<file path="src/rtl/ps2_pkg.sv">
// Shared constants for the PS/2 receiver: FSM encodings and frame bit values.
package ps2_pkg;

    typedef logic [1:0] ps2_state_t;

    localparam ps2_state_t ST_IDLE   = 2'd0;
    localparam ps2_state_t ST_DATA   = 2'd1;
    localparam ps2_state_t ST_PARITY = 2'd2;
    localparam ps2_state_t ST_STOP   = 2'd3;

    localparam logic START_BIT = 1'b0;
    localparam logic STOP_BIT  = 1'b1;
    localparam int unsigned DATA_BITS = 8;

    // Odd parity holds when the data bits plus parity bit contain an odd number of ones.
    function automatic logic parity_ok(input logic [7:0] data, input logic par);
        return ^{data, par};
    endfunction

endpackage

</file>
<file path="src/rtl/ps2_line_filter.sv">
// Two-flop synchroniser plus run-length glitch filter for one PS/2 line, with a fall flag.
module ps2_line_filter #(
    parameter int unsigned FILTER_LEN = 4
) (
    input  logic ck,
    input  logic reset,
    input  logic pin,
    output logic filt,
    output logic fall
);

    logic       sync1_q, sync2_q;
    logic       filt_q, filt_d;
    logic       fall_q, fall_d;
    logic [3:0] cnt_q, cnt_d;

    always_comb begin
        filt_d = filt_q;
        cnt_d  = '0;
        if (sync2_q != filt_q) begin
            if (cnt_q == 4'(FILTER_LEN - 1)) begin
                filt_d = sync2_q;
            end else begin
                cnt_d = cnt_q + 4'd1;
            end
        end
        fall_d = filt_q & ~filt_d;
    end

    // Idle-high bus: everything resets to 1 so reset release never looks like an edge.
    always_ff @(posedge ck or posedge reset) begin
        if (reset) begin
            sync1_q <= 1'b1;
            sync2_q <= 1'b1;
            filt_q  <= 1'b1;
            fall_q  <= 1'b0;
            cnt_q   <= '0;
        end else begin
            sync1_q <= pin;
            sync2_q <= sync1_q;
            filt_q  <= filt_d;
            fall_q  <= fall_d;
            cnt_q   <= cnt_d;
        end
    end

    assign filt = filt_q;
    assign fall = fall_q;

endmodule

</file>
<file path="src/rtl/ps2_packet_rx.sv">
// PS/2 device-to-host receiver: de-frames 11-bit frames and assembles PKT_BYTES-byte packets.
module ps2_packet_rx
    import ps2_pkg::*;
#(
    parameter int unsigned PKT_BYTES   = 3,
    parameter int unsigned FILTER_LEN  = 4,
    parameter int unsigned TIMEOUT_CYC = 3400
) (
    input  logic                   ck,
    input  logic                   reset,
    input  logic                   ps2_clk,
    input  logic                   ps2_data,
    output logic [8*PKT_BYTES-1:0] pkt_data,
    output logic                   pkt_valid,
    input  logic                   pkt_ready,
    output logic                   err_parity,
    output logic                   err_frame,
    output logic                   err_timeout,
    output logic                   overflow,
    output logic                   busy
);

    localparam int unsigned IDX_W = 3;
    localparam int unsigned TO_W  = $clog2(TIMEOUT_CYC + 1);

    logic clk_filt, clk_fall;
    logic data_filt, data_fall;

    ps2_line_filter #(
        .FILTER_LEN(FILTER_LEN)
    ) u_clk_filter (
        .ck   (ck),
        .reset(reset),
        .pin  (ps2_clk),
        .filt (clk_filt),
        .fall (clk_fall)
    );

    ps2_line_filter #(
        .FILTER_LEN(FILTER_LEN)
    ) u_data_filter (
        .ck   (ck),
        .reset(reset),
        .pin  (ps2_data),
        .filt (data_filt),
        .fall (data_fall)
    );

    ps2_state_t             state_q, state_d;
    logic [2:0]             bit_cnt_q, bit_cnt_d;
    logic [7:0]             shift_q, shift_d;
    logic                   par_ok_q, par_ok_d;
    logic [IDX_W-1:0]       idx_q, idx_d;
    logic [8*PKT_BYTES-1:0] asm_q, asm_d;
    logic [8*PKT_BYTES-1:0] pkt_data_q, pkt_data_d;
    logic                   pkt_valid_q, pkt_valid_d;
    logic                   err_par_q, err_par_d;
    logic                   err_frm_q, err_frm_d;
    logic                   err_to_q, err_to_d;
    logic                   ovf_q, ovf_d;
    logic [TO_W-1:0]        to_cnt_q, to_cnt_d;
    logic [8*PKT_BYTES-1:0] pkt_next;
    logic                   last_byte;
    logic                   complete;
    logic                   timeout;

    always_comb begin
        state_d     = state_q;
        bit_cnt_d   = bit_cnt_q;
        shift_d     = shift_q;
        par_ok_d    = par_ok_q;
        idx_d       = idx_q;
        asm_d       = asm_q;
        pkt_data_d  = pkt_data_q;
        pkt_valid_d = pkt_valid_q;
        err_par_d   = 1'b0;
        err_frm_d   = 1'b0;
        err_to_d    = 1'b0;
        ovf_d       = 1'b0;
        to_cnt_d    = to_cnt_q;
        complete    = 1'b0;

        // Packet as it would look with the byte in the shifter placed at the current index.
        pkt_next = asm_q;
        for (int b = 0; b < PKT_BYTES; b++) begin
            if (idx_q == IDX_W'(b)) begin
                pkt_next[b*8 +: 8] = shift_q;
            end
        end
        last_byte = (idx_q == IDX_W'(PKT_BYTES - 1));

        if (pkt_valid_q && pkt_ready) begin
            pkt_valid_d = 1'b0;
        end

        timeout = (to_cnt_q == TO_W'(TIMEOUT_CYC));

        if (timeout) begin
            err_to_d = 1'b1;
            state_d  = ST_IDLE;
            idx_d    = '0;
            to_cnt_d = '0;
        end else begin
            if (clk_fall || (state_q == ST_IDLE && idx_q == '0)) begin
                to_cnt_d = '0;
            end else begin
                to_cnt_d = to_cnt_q + TO_W'(1);
            end

            if (clk_fall) begin
                unique case (state_q)
                    ST_IDLE: begin
                        if (data_filt == START_BIT) begin
                            state_d   = ST_DATA;
                            bit_cnt_d = '0;
                        end else begin
                            err_frm_d = 1'b1;
                            idx_d     = '0;
                        end
                    end
                    ST_DATA: begin
                        shift_d   = {data_filt, shift_q[7:1]};
                        bit_cnt_d = bit_cnt_q + 3'd1;
                        if (bit_cnt_q == 3'(DATA_BITS - 1)) begin
                            state_d = ST_PARITY;
                        end
                    end
                    ST_PARITY: begin
                        par_ok_d = parity_ok(shift_q, data_filt);
                        state_d  = ST_STOP;
                    end
                    ST_STOP: begin
                        state_d = ST_IDLE;
                        // A bad stop bit takes precedence over a parity failure.
                        if (data_filt != STOP_BIT) begin
                            err_frm_d = 1'b1;
                            idx_d     = '0;
                        end else if (!par_ok_q) begin
                            err_par_d = 1'b1;
                            idx_d     = '0;
                        end else begin
                            asm_d = pkt_next;
                            if (last_byte) begin
                                complete = 1'b1;
                                idx_d    = '0;
                            end else begin
                                idx_d = idx_q + IDX_W'(1);
                            end
                        end
                    end
                endcase
            end
        end

        // A same-cycle handshake frees the output register for the new packet.
        if (complete) begin
            if (!pkt_valid_q || pkt_ready) begin
                pkt_data_d  = pkt_next;
                pkt_valid_d = 1'b1;
            end else begin
                ovf_d = 1'b1;
            end
        end
    end

    always_ff @(posedge ck or posedge reset) begin
        if (reset) begin
            state_q     <= ST_IDLE;
            bit_cnt_q   <= '0;
            shift_q     <= '0;
            par_ok_q    <= 1'b0;
            idx_q       <= '0;
            asm_q       <= '0;
            pkt_data_q  <= '0;
            pkt_valid_q <= 1'b0;
            err_par_q   <= 1'b0;
            err_frm_q   <= 1'b0;
            err_to_q    <= 1'b0;
            ovf_q       <= 1'b0;
            to_cnt_q    <= '0;
        end else begin
            state_q     <= state_d;
            bit_cnt_q   <= bit_cnt_d;
            shift_q     <= shift_d;
            par_ok_q    <= par_ok_d;
            idx_q       <= idx_d;
            asm_q       <= asm_d;
            pkt_data_q  <= pkt_data_d;
            pkt_valid_q <= pkt_valid_d;
            err_par_q   <= err_par_d;
            err_frm_q   <= err_frm_d;
            err_to_q    <= err_to_d;
            ovf_q       <= ovf_d;
            to_cnt_q    <= to_cnt_d;
        end
    end

    assign pkt_data    = pkt_data_q;
    assign pkt_valid   = pkt_valid_q;
    assign err_parity  = err_par_q;
    assign err_frame   = err_frm_q;
    assign err_timeout = err_to_q;
    assign overflow    = ovf_q;
    assign busy        = (state_q != ST_IDLE) || (idx_q != '0);

    // The data line only matters at clock falls.
    logic unused_filt;
    assign unused_filt = data_fall ^ clk_filt;

endmodule

</file>
<file path="config.mk">
export PLATFORM = sky130hd
export DESIGN_NAME = ps2_packet_rx
export DESIGN_NICKNAME = d
export VERILOG_FILES = /design/src/rtl/ps2_pkg.sv /design/src/rtl/ps2_line_filter.sv /design/src/rtl/ps2_packet_rx.sv
export SDC_FILE = /design/constraint.sdc
export NUM_CORES = 1
export LEC_CHECK = 0
export ABC_AREA = 1
export ABC_CLOCK_PERIOD_IN_PS = 3900
export BUFFER_PORTS_ARGS = -buffer_cell sky130_fd_sc_hd__buf_4
export CAP_MARGIN = 20
export CORE_MARGIN = 2
export CORE_UTILIZATION = 50
export CTS_CLUSTER_DIAMETER = 100
export CTS_CLUSTER_SIZE = 16
export DETAILED_ROUTE_END_ITERATION = 10
export PLACE_DENSITY = 0.68
export SYNTH_ARGS = -nofsm -noshare
export SYNTH_HDL_FRONTEND = slang
export SYNTH_SLANG_ARGS = --single-unit
export TNS_END_PERCENT = 5
</file>
<file path="constraint.sdc">
create_clock -name ck -period 3.9 [get_ports ck]
set_input_delay 0.39 -clock ck [delete_from_list [all_inputs] [get_ports ck]]
set_output_delay 0.39 -clock ck [all_outputs]
set_load 0.01 [all_outputs]
</file>
# Yosys cells after proc, flatten, opt, wreduce, memory -nomap -nowiden

Cells that the tools add are included.

Eq/ne operators: 15
Mux-type cells: 47
Shift operators: 0
Reductions and logical operators: 22
Magnitude comparators: 0
Multipliers: 0
$add $sub $neg: 5
Divide/modulo/power cells: 0
Bitwise operators: 3

Operators with widths:

| kind                                                | count |
|---|---|
| two-way mux 12 bit                                  | 2 |
| two-way mux 8 bit                                   | 3 |
| two-way mux 1 bit                                   | 23 |
| two-way mux 3 bit                                   | 7 |
| two-way mux 4 bit                                   | 4 |
| adder 12 x 1 -> 12 bit, second input constant       | 1 |
| equality test 12 bit, second input constant         | 1 |
| case mux 3 bit (2 select lines)                     | 2 |
| AND reduction 3 bit                                 | 4 |
| XOR reduction 9 bit                                 | 1 |
| adder 4 x 1 -> 4 bit, second input constant         | 2 |
| equality test 4 x 2 -> 1 bit, second input constant | 2 |
| two-way mux 2 bit                                   | 4 |
| case mux 2 bit (4 select lines)                     | 1 |
| adder 3 x 1 -> 3 bit, second input constant         | 2 |
| != test 3 bit, second input constant                | 2 |
| nonzero test 2 bit                                  | 3 |
| nonzero test 3 bit                                  | 2 |
| AND reduction 5 bit                                 | 1 |
| equality test 2 bit, second input constant          | 2 |
| AND reduction 2 bit                                 | 2 |
| AND reduction 4 bit                                 | 1 |
| equality test 3 x 1 -> 1 bit, second input constant | 1 |
| equality test 3 x 2 -> 1 bit, second input constant | 1 |
| 13 further kinds                                    | 18 |

Memories kept: 0
Bits in registers: 97
ROM bits: 0
Bits in latches: 0
Input bits: 5
RAM bits: 0
Logic and storage cells: 114

# Depth between registers and ports, before layout

Gate-level depths: netlist of the first run.

Word-level depth: 8
Depth in mapped cells: 11
Depth with buffers taken out: 10

# Hierarchy

A second synthesis of the first run with hierarchy kept.

Cells, all modules: 545
Area total of the unflattened synthesis: 4,695.8 sq um

By module, submodules not included:

| module          | instances | sequential area each (sq um) | area an instance (sq um) | cells an instance |
|---|---|---|---|---|
| ps2_packet_rx   | 1         | 2,052.0                      | 4,050.1                  | 483 |
| ps2_line_filter | 2         | 203.9                        | 322.8                    | 31 |

# Worst setup path before layout of the first run

Ideal clock, no wire load.

Path kind: register -> register
Start: register u_data_filter.filt_q (netlist: u_data_filter.filt)
End: register pkt_data_q[0] (netlist: pkt_data[0])
Setup time: 130 ps
Required time: 3,770 ps
Arrival: 1,438 ps
Clock period less this slack: 1,568 ps
Cell stages (with the launch flop): 9
Setup slack: 2,332 ps
Cell sequence: dfstp_2 buf_2 nand3_1 nor2_1 nand4_1 buf_4 buf_2 nand2_1 o21ai_0

Word-level cells in the longest chain between the ends: 5

Ends and longest elaborated chain:

| element                       | line                  | text |
|---|---|---|
| from (decl)                   | ps2_line_filter.sv:13 | `logic filt_q, filt_d;` |
| from (signal assigned)        | ps2_line_filter.sv:41 | `filt_q <= filt_d;` |
| two-way mux 1 bit             | ps2_packet_rx.sv:135  | `if (data_filt != STOP_BIT) begin` |
| two-way mux 1 bit             | ps2_packet_rx.sv:111  | `unique case (state_q)` |
| two-way mux 1 bit             | ps2_packet_rx.sv:110  | `if (clk_fall) begin` |
| two-way mux 1 bit             | ps2_packet_rx.sv:98   | `if (timeout) begin` |
| AND reduction 2 bit (no line) | -                     |  |
| to (signal assigned)          | ps2_packet_rx.sv:188  | `pkt_data_q <= pkt_data_d;` |
| to (decl)                     | ps2_packet_rx.sv:55   | `logic [8*PKT_BYTES-1:0] pkt_data_q, pkt_data_d;` |

No other way between the ends.
A chain may end at the register's enable or synchronous reset.

# Final worst setup path of the first run

Start: register u_data_filter.filt_q (netlist: u_data_filter.filt)
End: register pkt_data_q[18] (netlist: pkt_data[18])

The elaborated chain is that of the path after synthesis.

==> results of run 1 <==
placed cells by master (no fill, tap or decap), types with 3 or more instances in the layout:
master	instances
inv_1	54
buf_4	37
dfstp_2	6
bufinv_16	4
nor2_1	78
ha_1	10
nand3_2	3
nand2_1	111
xor2_1	6
clkbuf_8	9
a21oi_1	49
o21ai_0	46
inv_2	3
nand4_1	3
nand3_1	16
nor3_1	7
dfrtp_1	91
xnor2_1	3
per-stage QoR:
stage | hold WS [ns] | total power [uW] | cells
final | 0.131 | 3180 | 664
after global routing | 0.109 | 3460 | 664
after CTS | 0.116 | 3210 | 664
after detailed placement | 0.350 | 2370 | 648
after global placement | 0.347 | 2320 | 648
after floorplan | 0.345 | 2140 | 519
layer usage:
metal	part of all wire [%]	global-route usage, %
met1	47	24.8
met4	1.7	7.59
met3	2.6	3.44
met2	49	32.5
met5	0	0
report_power, final:
group / internal [uW] / switching, uW
clock network: 492 / 352
registers: 1250 / 166
logic: 333 / 588
worst reg2reg max path, cell delays in order (launching register included):
cell and delay (ns):
dfstp_2 0.64, nand3_1 0.09, nor2_1 0.15, nand4_1 0.57
buf_4 0.46, o21ai_0 0.22
cells by family after synthesis:
kind of cell	count (synthesis)	share of synthesized area, %
fa+ha+maj	10	2.82
buf+inv	74	7.18
xor+xnor	9	1.77
flops	97	54.8
compound gates	101	11.7
simple gates	228	21.7
state kept, by name, indices dropped and copies added, names as in the netlist, 2 cells and up:
| signal | flops |
|---|---|
| pkt_data | 24 |
| idx_q | 3 |
| state_q | 2 |
| shift_q | 8 |
| asm_q | 24 |
| u_data_filter.cnt_q | 4 |
| to_cnt_q | 12 |
| u_clk_filter.cnt_q | 4 |
| bit_cnt_q | 3 |
layout make-up:
| class | count | area share [%] |
|---|---|---|
| Inverter | 58 | 4.36 |
| Timing Repair Buffer | 37 | 5.53 |
| Clock buffer | 9 | 2.47 |
| Multi-Input combinational cell | 348 | 33.6 |
| Sequential cell | 97 | 48.5 |
| Tap cell | 108 | 2.69 |
| Clock inverter | 7 | 2.82 |
worst max path at each step:
stage	from	endpoint	slack, ns	depth (start not counted)
finish	u_data_filter.filt	pkt_data[18]	1.68	5
global placement	u_data_filter.filt	pkt_data[7]	1.76	6
detailed placement	u_data_filter.filt	pkt_data[18]	1.72	5
floorplan	reset	asm_q[0]	0.99	1
CTS	u_data_filter.filt	pkt_data[18]	1.68	5
global route	u_data_filter.filt	pkt_data[19]	1.41	6
==> results by group, run 1 <==
Clock tree
  – CTS tree: done
  – Inserted Clock Buffers: 9
  – Hold_buf cts: 0
  – Reg clk slew, reported paths: 0.09 ns
  – Post-CTS sizing: 0
  – Clk_lat worst skew: 0.36 ns
  – Clk Tree Root Cell: clkbuf_8
  – Clock sink count: 97
  – Setup Fix Bufs, Post-CTS: 0
  – H-tree levels: 3
  – CTS max path bufs: 2

Yosys
  – Most numerous cell in the Yosys netlist: nand2_1
  – Avg Synthesized Cell Area: roughly 8.6 um2
  – Library cells used by synthesis: 31
  – Sequential element share of the synthesized area: 54.8%
  – Post-Syn Nets: 534
  – Leading area contributor after synthesis: dfrtp_1
  – Synth cell count leaders: 111 x nand2_1, 91 x dfrtp_1, 78 x nor2_1
  – Flops & latches, synth: 97
  – Synth Flop Type: dfrtp_1
  – Synth top area cells: dfrtp_1 51%, nand2_1 9.4%, nor2_1 6.6%
  – Area share of the leading cell type in the synthesized netlist: 51.3%
  – Synth async-reset ratio: 100%
  – Post-Syn Instances: 519
  – Synth warn: 0
  – Synth Cell Area: 4440 um2
  – EDFF count, synth: 0

Critical path
  – WP data arrival: 2.49 ns
  – Worst setup EP type: flop
  – R2r setup slk: 1.68 ns
  – Largest delay share family, worst path: simple AND/OR/NAND/NOR gates
  – Worst-path cell chain: nand3_1 > nor2_1 > nand4_1 > buf_4 > o21ai_0
  – Critical Path Fanout Max: 29
  – Kind of critical path: reg2reg
  – Critical-path top delay cell: dfstp_2
  – Startpoint Class: flop
  – Reg2reg start: u_data_filter.filt
  – Worst Path Required: around 4.2 ns
  – Worst path max stage delay: 0.64 ns
  – Critical R2R Capture: pkt_data[18]
  – WP buf/inv: 1
  – R2R cell count: 5

Route
  – Drt pass-1 iters: 6
  – Vias per cell: roughly 5
  – Post-Route WL: between 8000 and 9000 um
  – Vias: 3370
  – Wire per inst: 12.7 um
  – Remaining routing DRC violations: 0
  – Antenna-violating nets left: 0
  – DR iter-0 viols: 111

Timing
  – Setup TNS Final: 0 ns
  – Minimum clock period: approximately 2.2 ns
  – Final hold violation count: 0
  – Setup Viol. Count Final: 0
  – Final Max Slew Viols: 0
  – FMAX: 450 MHz
  – Worst Slack Setup Final: roughly 1.7 ns
  – Final period util: 56.9%
  – Slew margin rel.: 45.6%
  – Worst-Margin Slew: roughly 0.8 ns
  – Unrepaired setup endpoints after global routing: false
  – Worst Skew: roughly 0.0092 ns

Global routing
  – Vias in the first global route: 3284
  – Initial antenna violation count: 0
  – First-pass GRT wire length: 15000 um
  – GRT Overall Usage: 19.2%
  – Pin count of the biggest net entering global routing: 50
  – GRT overflow: 0

Flow run
  – Max Cap Viol: 0

Floorplan
  – Top Ports: 35
  – Initial Utilization: between 50% and 60%
  – Core area: 8680 um2
  – Site Rows: 34
  – Die Wd: slightly below 100 um
  – Chip Height: 98.3 um
  – DIE AREA: roughly 9700 um2

Pwr
  – Leakage power: 0.00252 uW
  – Max VDD drop: ~0.29 mV
  – Power Dens Cells: 634 nW/um2

Placed design
  – Number of port buffers: 34
  – Gp weighted congestion: 0.808
  – Post-Place Setup Slack: 1.72 ns
  – DP HPWL: 6010 um
  – Dpl cell area: 4760 um2

Worst hold path
  – HP Start: ps2_clk
  – Hold EP: u_clk_filter.sync1_q
  – Hold Crit Class: in2reg
  – Hold Path Cell Cnt: 1

Status
  – Status: finished clean

Cells and area
  – Register area: 2430 um2
  – Fin nets: 566
  – Core Util, Final: 57.9%
  – Post-route cell area: ~5000 um2
  – Share of layout cells above drive strength 1: 13.1%
  – Filler cell count: slightly above 800
  – Footprint of the multi-input gates: approximately 1700 um2
  – Area growth from synthesis to layout: 13.0%
  – N_diodes: 0
Power figures use the tool's default switching activity.
==> inputs of run 2 (changes only) <==
--- a/config.mk
+++ b/config.mk
@@ -5,8 +5,8 @@
 export SDC_FILE = /design/constraint.sdc
 export NUM_CORES = 1
 export LEC_CHECK = 0
-export ABC_AREA = 1
-export ABC_CLOCK_PERIOD_IN_PS = 3900
+export ABC_AREA = 0
+export ABC_CLOCK_PERIOD_IN_PS = 1870
 export BUFFER_PORTS_ARGS = -buffer_cell sky130_fd_sc_hd__buf_4
 export CAP_MARGIN = 20
 export CORE_MARGIN = 2
@@ -14,7 +14,7 @@
 export CTS_CLUSTER_DIAMETER = 100
 export CTS_CLUSTER_SIZE = 16
 export DETAILED_ROUTE_END_ITERATION = 10
-export PLACE_DENSITY = 0.68
+export PLACE_DENSITY = 0.71
 export SYNTH_ARGS = -nofsm -noshare
 export SYNTH_HDL_FRONTEND = slang
 export SYNTH_SLANG_ARGS = --single-unit
==> constraint.sdc (replaced) <==
create_clock -name ck -period 1.87 [get_ports ck]
set_input_delay 0.187 -clock ck [delete_from_list [all_inputs] [get_ports ck]]
set_output_delay 0.187 -clock ck [all_outputs]
set_load 0.01 [all_outputs]
==> run 2 against run 1 <==
Compared with the run above: cell count down 24%; sequential power up 51%; non-clock buffer count up 29; via count down 20%; cell area down 0.82%; critical path type unchanged; count of clock-buffer cells in the layout unchanged; sequential share of layout area down 3.6 points; combinational power down 15%; fmax up 19%; critical endpoint is now pkt_data[21]; synthesized area down 7.4%; first-iteration DRC count down 20%.
==> results by group, run 2 <==
Status
  – Status: finished clean

Floorplan
  – Top Ports: 35
  – Initial Utilization: just over 50%
  – Core area: 8090 um2
  – DIE AREA: 8970 um2
  – Site Rows: 33
  – Chip Height: around 95 um
  – Die Wd: 94.7 um

Pwr
  – Comb power frac: 17.7%
  – Leakage power: 0.00230 uW
  – Power Dens Cells: just under 900 nW/um2
  – Clock power share: 34.1%
  – Total chip power: 4440 uW
  – Switching part of the total: 27.8%
  – Max VDD drop: 0.465 mV
  – Sequential cell fraction of total power: 48.2%
  – P_sw: roughly 1200 uW
  – Cell Int Power: 3200 uW

Cells and area
  – Max reg flops: 24
  – Final Non-Filler Cells: between 500 and 600
  – Post-route cell area: 4980 um2
  – Fin nets: 412
  – N_diodes: 0
  – Area growth from synthesis to layout: 21.0%
  – Commonest non-fill, non-tap cells in the layout: 83 x dfrtp_1, 58 x buf_4, 36 x o21ai_0, 32 x mux2_2, 18 x nor2_1
  – Share of layout cells above drive strength 1: 33.1%
  – Commonest non-fill, non-tap cell in the layout: dfrtp_1

Yosys
  – Post-Syn Instances: 344
  – Synth top area cells: dfrtp_1 50%, mux2_2 9.0%, o21ai_0 4.4%
  – Synth warn: 0
  – Library cells used by synthesis: 48
  – Flops & latches, synth: 89
  – Post-Syn Nets: about 360
  – Synth Cell Area: around 4000 um2
  – Avg Synthesized Cell Area: 12.0 um2
  – Synth cell count leaders: 83 x dfrtp_1, 36 x o21ai_0, 33 x mux2_2
  – Sequential element share of the synthesized area: 54.3%
  – EDFF count, synth: 0
  – Area share of the leading cell type in the synthesized netlist: 50.5%
  – Leading area contributor after synthesis: dfrtp_1
  – Synth async-reset ratio: 100%
  – Most numerous cell in the Yosys netlist: dfrtp_1
  – Synth Flop Type: dfrtp_1

Placed design
  – Number of port buffers: 34
  – Gp weighted congestion: 0.755
  – DP HPWL: around 5300 um
  – Placed Cells: 484
  – Dpl cell area: 4610 um2

Critical path
  – Critical R2R Capture: pkt_data[21]
  – Worst Path Required: 2.12 ns
  – R2R cell count: 7
  – Worst setup path startpoint: to_cnt_q[0]
  – Kind of critical path: reg2reg
  – Worst setup EP type: flop
  – Reg2reg start: to_cnt_q[0]
  – R2r setup slk: 0.008 ns
  – WP data arrival: roughly 2.1 ns
  – Critical Path Fanout Max: 6
  – Startpoint Class: flop

Clock tree
  – Reg clk slew, reported paths: 0.10 ns
  – Clk Tree Root Cell: clkbuf_8
  – CTS max path bufs: 2
  – CTS tree: done
  – Inserted Clock Buffers: 9
  – Clk_lat worst skew: about 0.36 ns
  – Clock sink count: 89
  – H-tree levels: 3

Route
  – Post-Route WL: 7670 um
  – Vias: 2708
  – Drt pass-1 iters: 4
  – Antenna-violating nets left: 0
  – Vias per cell: 5.34
  – DR iter-0 viols: 89
  – Remaining routing DRC violations: 0
  – Wire per inst: 15.1 um

Timing
  – Worst-Margin Slew: 0.859 ns
  – Hold WS: 0.249 ns
  – Final period util: 99.6%
  – Setup Viol. Count Final: 0
  – Minimum clock period: 1.86 ns
  – Setup TNS Final: 0 ns
  – Final Max Slew Viols: 0
  – Slew margin rel.: around 43%
  – Worst Skew: 0.0159 ns
  – Unrepaired setup endpoints after global routing: true
  – Final hold violation count: 0
  – FMAX: 537 MHz

Global routing
  – GRT overflow: 0
  – GRT Overall Usage: between 10% and 20%
  – Vias in the first global route: roughly 2700
  – First-pass GRT wire length: 12700 um
  – Initial antenna violation count: 0
  – GR Util met1: around 26%
  – Busiest grt layer: met2
  – M2 GR Usage: 28.1%
  – Pin count of the biggest net entering global routing: 45
  – Met3 usage: 4.23%

Worst hold path
  – Hold EP: pkt_valid
  – HP Start: pkt_ready
  – Hold Path Cell Cnt: 3
  – Hold Crit Class: in2reg

Flow run
  – Max Cap Viol: 0
-- run 2: worst max path at each step --
| stage | endpoint | slack [ns] | depth (start not counted) |
|---|---|---|---|
| after global routing | pkt_data[23] | -0.05 | 7 |
| final | pkt_data[21] | 0.008 | 7 |
| after CTS | asm_q[0] | -0.0009 | 6 |
| after detailed placement | asm_q[2] | 0.0004 | 6 |
| after global placement | asm_q[2] | 0.05 | 6 |
| after floorplan | asm_q[0] | 0.03 | 7 |
-- run 2: power by group through the flow --
| stage | clock network (uW) | registers (uW) | logic, uW |
|---|---|---|---|
| 3_3_place_gp | 0 | 2170 | 746 |
| 5_1_grt | 1610 | 2160 | 881 |
| 3_5_place_dp | 0 | 2180 | 760 |
| 6_report | 1510 | 2140 | 786 |
| 2_1_floorplan | 0 | 2160 | 487 |
| 4_1_cts | 1530 | 2140 | 770 |
-- run 2: per-layer routing --
layer / vias to the layer above / wire [um]
met5: - / 0
met4: 0 / 80
met3: 9 / 268
met2: 43 / 3670
met1: 1351 / 3650
li1: 1305 / -
-- run 2: what timing repair did --
item                                    4_1_cts  5_1_grt
buffers inserted                              0        2
endpoints found under the setup margin        1       39
pin swaps                                     0        1
gates cloned                                  0        2
endpoints found under the hold margin        21        0
gates resized for setup                       0        6
hold buffers                                  3        0
-- run 2: per-stage QoR --
step / util (%) / worst slack, ns
after floorplan: - / 0.0325
after global placement: 57.0 / 0.0458
after detailed placement: 57.0 / 0.000370
after CTS: 60.2 / -0.000861
after global routing: 61.5 / -0.0495
final: 61.5 / 0.00814
-- run 2: cell type report --
class,count,area [um2]
Clock buffer,9,124
Clock inverter,7,106
Fill cell,646,3110
Inverter,9,37.5
Multi-Input combinational cell,222,1770
Sequential cell,89,2230
Tap cell,105,131
Timing Repair Buffer,66,576
-- run 2: logic make-up after synthesis --
family	synth area share (%)
flops	54.3
simple gates	12.0
mux	14.6
compound gates	7.57
buf+inv	3.86
xor+xnor	4.59
fa+ha+maj	3.04
-- run 2: worst max-delay path: stages, from the launching register on --
cell	delay (ns)
dfrtp_1	0.38
inv_1	0.06
ha_2	0.19
nand4bb_4	0.13
o311ai_4	0.31
nand2b_4	0.22
buf_12	0.13
mux2_2	0.32
==> inputs of run 3 (changes only) <==
--- a/config.mk
+++ b/config.mk
@@ -14,6 +14,7 @@
 export CTS_CLUSTER_DIAMETER = 100
 export CTS_CLUSTER_SIZE = 16
 export DETAILED_ROUTE_END_ITERATION = 10
+export MAX_ROUTING_LAYER = met4
 export PLACE_DENSITY = 0.71
 export SYNTH_ARGS = -nofsm -noshare
 export SYNTH_HDL_FRONTEND = slang
==> run 3 against run 2 <==
Compared with the run above: sequential power is essentially flat; sequential cell count unchanged; critical path depth did not move; cell area is the same; cell count is the same; global-route usage up 0.56 points; count of clock-buffer cells in the layout did not move; power about the same; wire length fell by 0.80%; first-iteration DRC count stayed put; combinational power is essentially flat; register-to-register slack hardly changed; critical path type unchanged; largest cell class unchanged.
==> results by group, run 3 (synthesized netlist as in run 2, its figures left out) <==
Status
  – Status: finished clean

Pwr
  – Cell Int Power: 3200 uW
  – Clock power share: about a third
  – Power Dens Cells: 890 nW/um2
  – Switching part of the total: 27.8%
  – Sequential cell fraction of total power: 48.2%
  – Max VDD drop: approximately 0.47 mV
  – P_sw: 1230 uW
  – Comb power frac: 17.8%
  – Leakage power: 0.00230 uW

Critical path
  – Critical Path Fanout Max: 6
  – Kind of critical path: reg2reg
  – Startpoint Class: flop
  – Worst Path Required: roughly 2.1 ns
  – WP data arrival: 2.11 ns
  – R2R cell count: 7
  – Worst setup EP type: flop

Route
  – Remaining routing DRC violations: 0
  – Vias: between 2000 and 3000
  – Antenna-violating nets left: 0
  – Vias per cell: 5.31
  – Drt pass-1 iters: 4
  – Wire per inst: 15.0 um
  – Post-Route WL: 7610 um
  – DR iter-0 viols: 89

Floorplan
  – Chip Height: roughly 95 um
  – DIE AREA: 8970 um2
  – Site Rows: 33
  – Top Ports: 35
  – Die Wd: 94.7 um
  – Core area: 8090 um2
  – Initial Utilization: 50.9%

Worst hold path
  – Hold Path Cell Cnt: 3
  – Hold Crit Class: in2reg

Clock tree
  – Reg clk slew, reported paths: roughly 0.1 ns
  – H-tree levels: 3
  – Clk Tree Root Cell: clkbuf_8
  – CTS max path bufs: 2
  – CTS tree: done
  – Inserted Clock Buffers: 9
  – Clock sink count: 89
  – Clk_lat worst skew: 0.36 ns

Global routing
  – GRT overflow: 0
  – Pin count of the biggest net entering global routing: 45
  – GRT Overall Usage: between 10% and 20%
  – Initial antenna violation count: 0
  – First-pass GRT wire length: approximately 13000 um
  – Vias in the first global route: 2660

Placed design
  – Placed Cells: 484
  – Number of port buffers: 34
  – Post-Place Setup Slack: about 0.00037 ns
  – DP HPWL: 5270 um
  – Gp weighted congestion: 0.765

Timing
  – Setup Viol. Count Final: 0
  – Minimum clock period: 1.86 ns
  – Slew margin rel.: a little over two fifths
  – Final hold violation count: 0
  – Final Max Slew Viols: 0
  – Worst-Margin Slew: 0.862 ns
  – Worst Slack Setup Final: 0.00721 ns
  – FMAX: 537 MHz
  – Worst Skew: 0.0148 ns
  – Unrepaired setup endpoints after global routing: true
  – Final period util: between 90% and 100%
  – Setup TNS Final: 0 ns

Cells and area
  – Fin nets: 412
  – Share of layout cells above drive strength 1: 33.1%
  – N_diodes: 0
  – Commonest non-fill, non-tap cell in the layout: dfrtp_1
  – Area growth from synthesis to layout: 21.0%
  – Commonest non-fill, non-tap cells in the layout: 83 x dfrtp_1, 58 x buf_4, 36 x o21ai_0, 32 x mux2_2, 18 x nor2_1
  – Max reg flops: 24
  – Final Non-Filler Cells: 507

Flow run
  – Max Cap Viol: 0
run 3: critical path: stages (launching register included):
cell	delay, ns
dfrtp_1	0.38
inv_1	0.06
ha_2	0.19
nand4bb_4	0.13
o311ai_4	0.31
nand2b_4	0.22
buf_12	0.13
mux2_2	0.32
run 3: area by class of cell:
cell class / count / area [um2]
Fill cell: 646 / 3110
Sequential cell: 89 / 2230
Multi-Input combinational cell: 222 / 1770
Timing Repair Buffer: 66 / 576
Tap cell: 105 / 131
Clock buffer: 9 / 124
Clock inverter: 7 / 106
Inverter: 9 / 37.5
run 3: repair_timing:
action                                 CTS  global route
resized for setup                        0             6
buffers inserted                         0             2
pin swaps                                0             1
cloned                                   0             2
hold buffers                             3             0
setup endpoints to repair                1            39
endpoints found under the hold margin   21             0
run 3: routing by layer:
metal / routed length, um / global-route usage [%]
met1: 3610 / 25.8
met2: 3650 / 28.1
met3: 266 / 4.07
met4: 77 / 6.04
met5: 0 / -
run 3: metrics by stage:
stage / utilization (%) / cell area, um2 / hold WS [ns] / total power [uW]
2_1_floorplan: - / 4120 / 0.191 / 2640
3_3_place_gp: 57.0 / 4610 / 0.267 / 2910
3_5_place_dp: 57.0 / 4610 / 0.280 / 2940
4_1_cts: 60.2 / 4870 / 0.171 / 4440
5_1_grt: 61.5 / 4980 / 0.249 / 4650
6_report: 61.5 / 4980 / 0.251 / 4430
run 3: worst paths after layout:
path	slack (ns)	startpoint	to
worst min register to register	0.35	u_clk_filter.sync1_q	u_clk_filter.sync2_q
worst max-delay path	0.007	to_cnt_q[0]	pkt_data[21]
worst max register to register	0.007	to_cnt_q[0]	pkt_data[21]
min in group asynchronous	0.43	reset	bit_cnt_q[2]
worst min-delay path	0.25	pkt_ready	pkt_valid
max in group asynchronous	0.79	reset	u_clk_filter.sync1_q
run 3: power groups by stage:
stage | registers, uW | logic [uW] | clock network, uW
after floorplan | 2160 | 487 | 0
after global placement | 2170 | 746 | 0
after detailed placement | 2180 | 760 | 0
after CTS | 2140 | 770 | 1530
after global routing | 2160 | 881 | 1610
final | 2140 | 787 | 1510
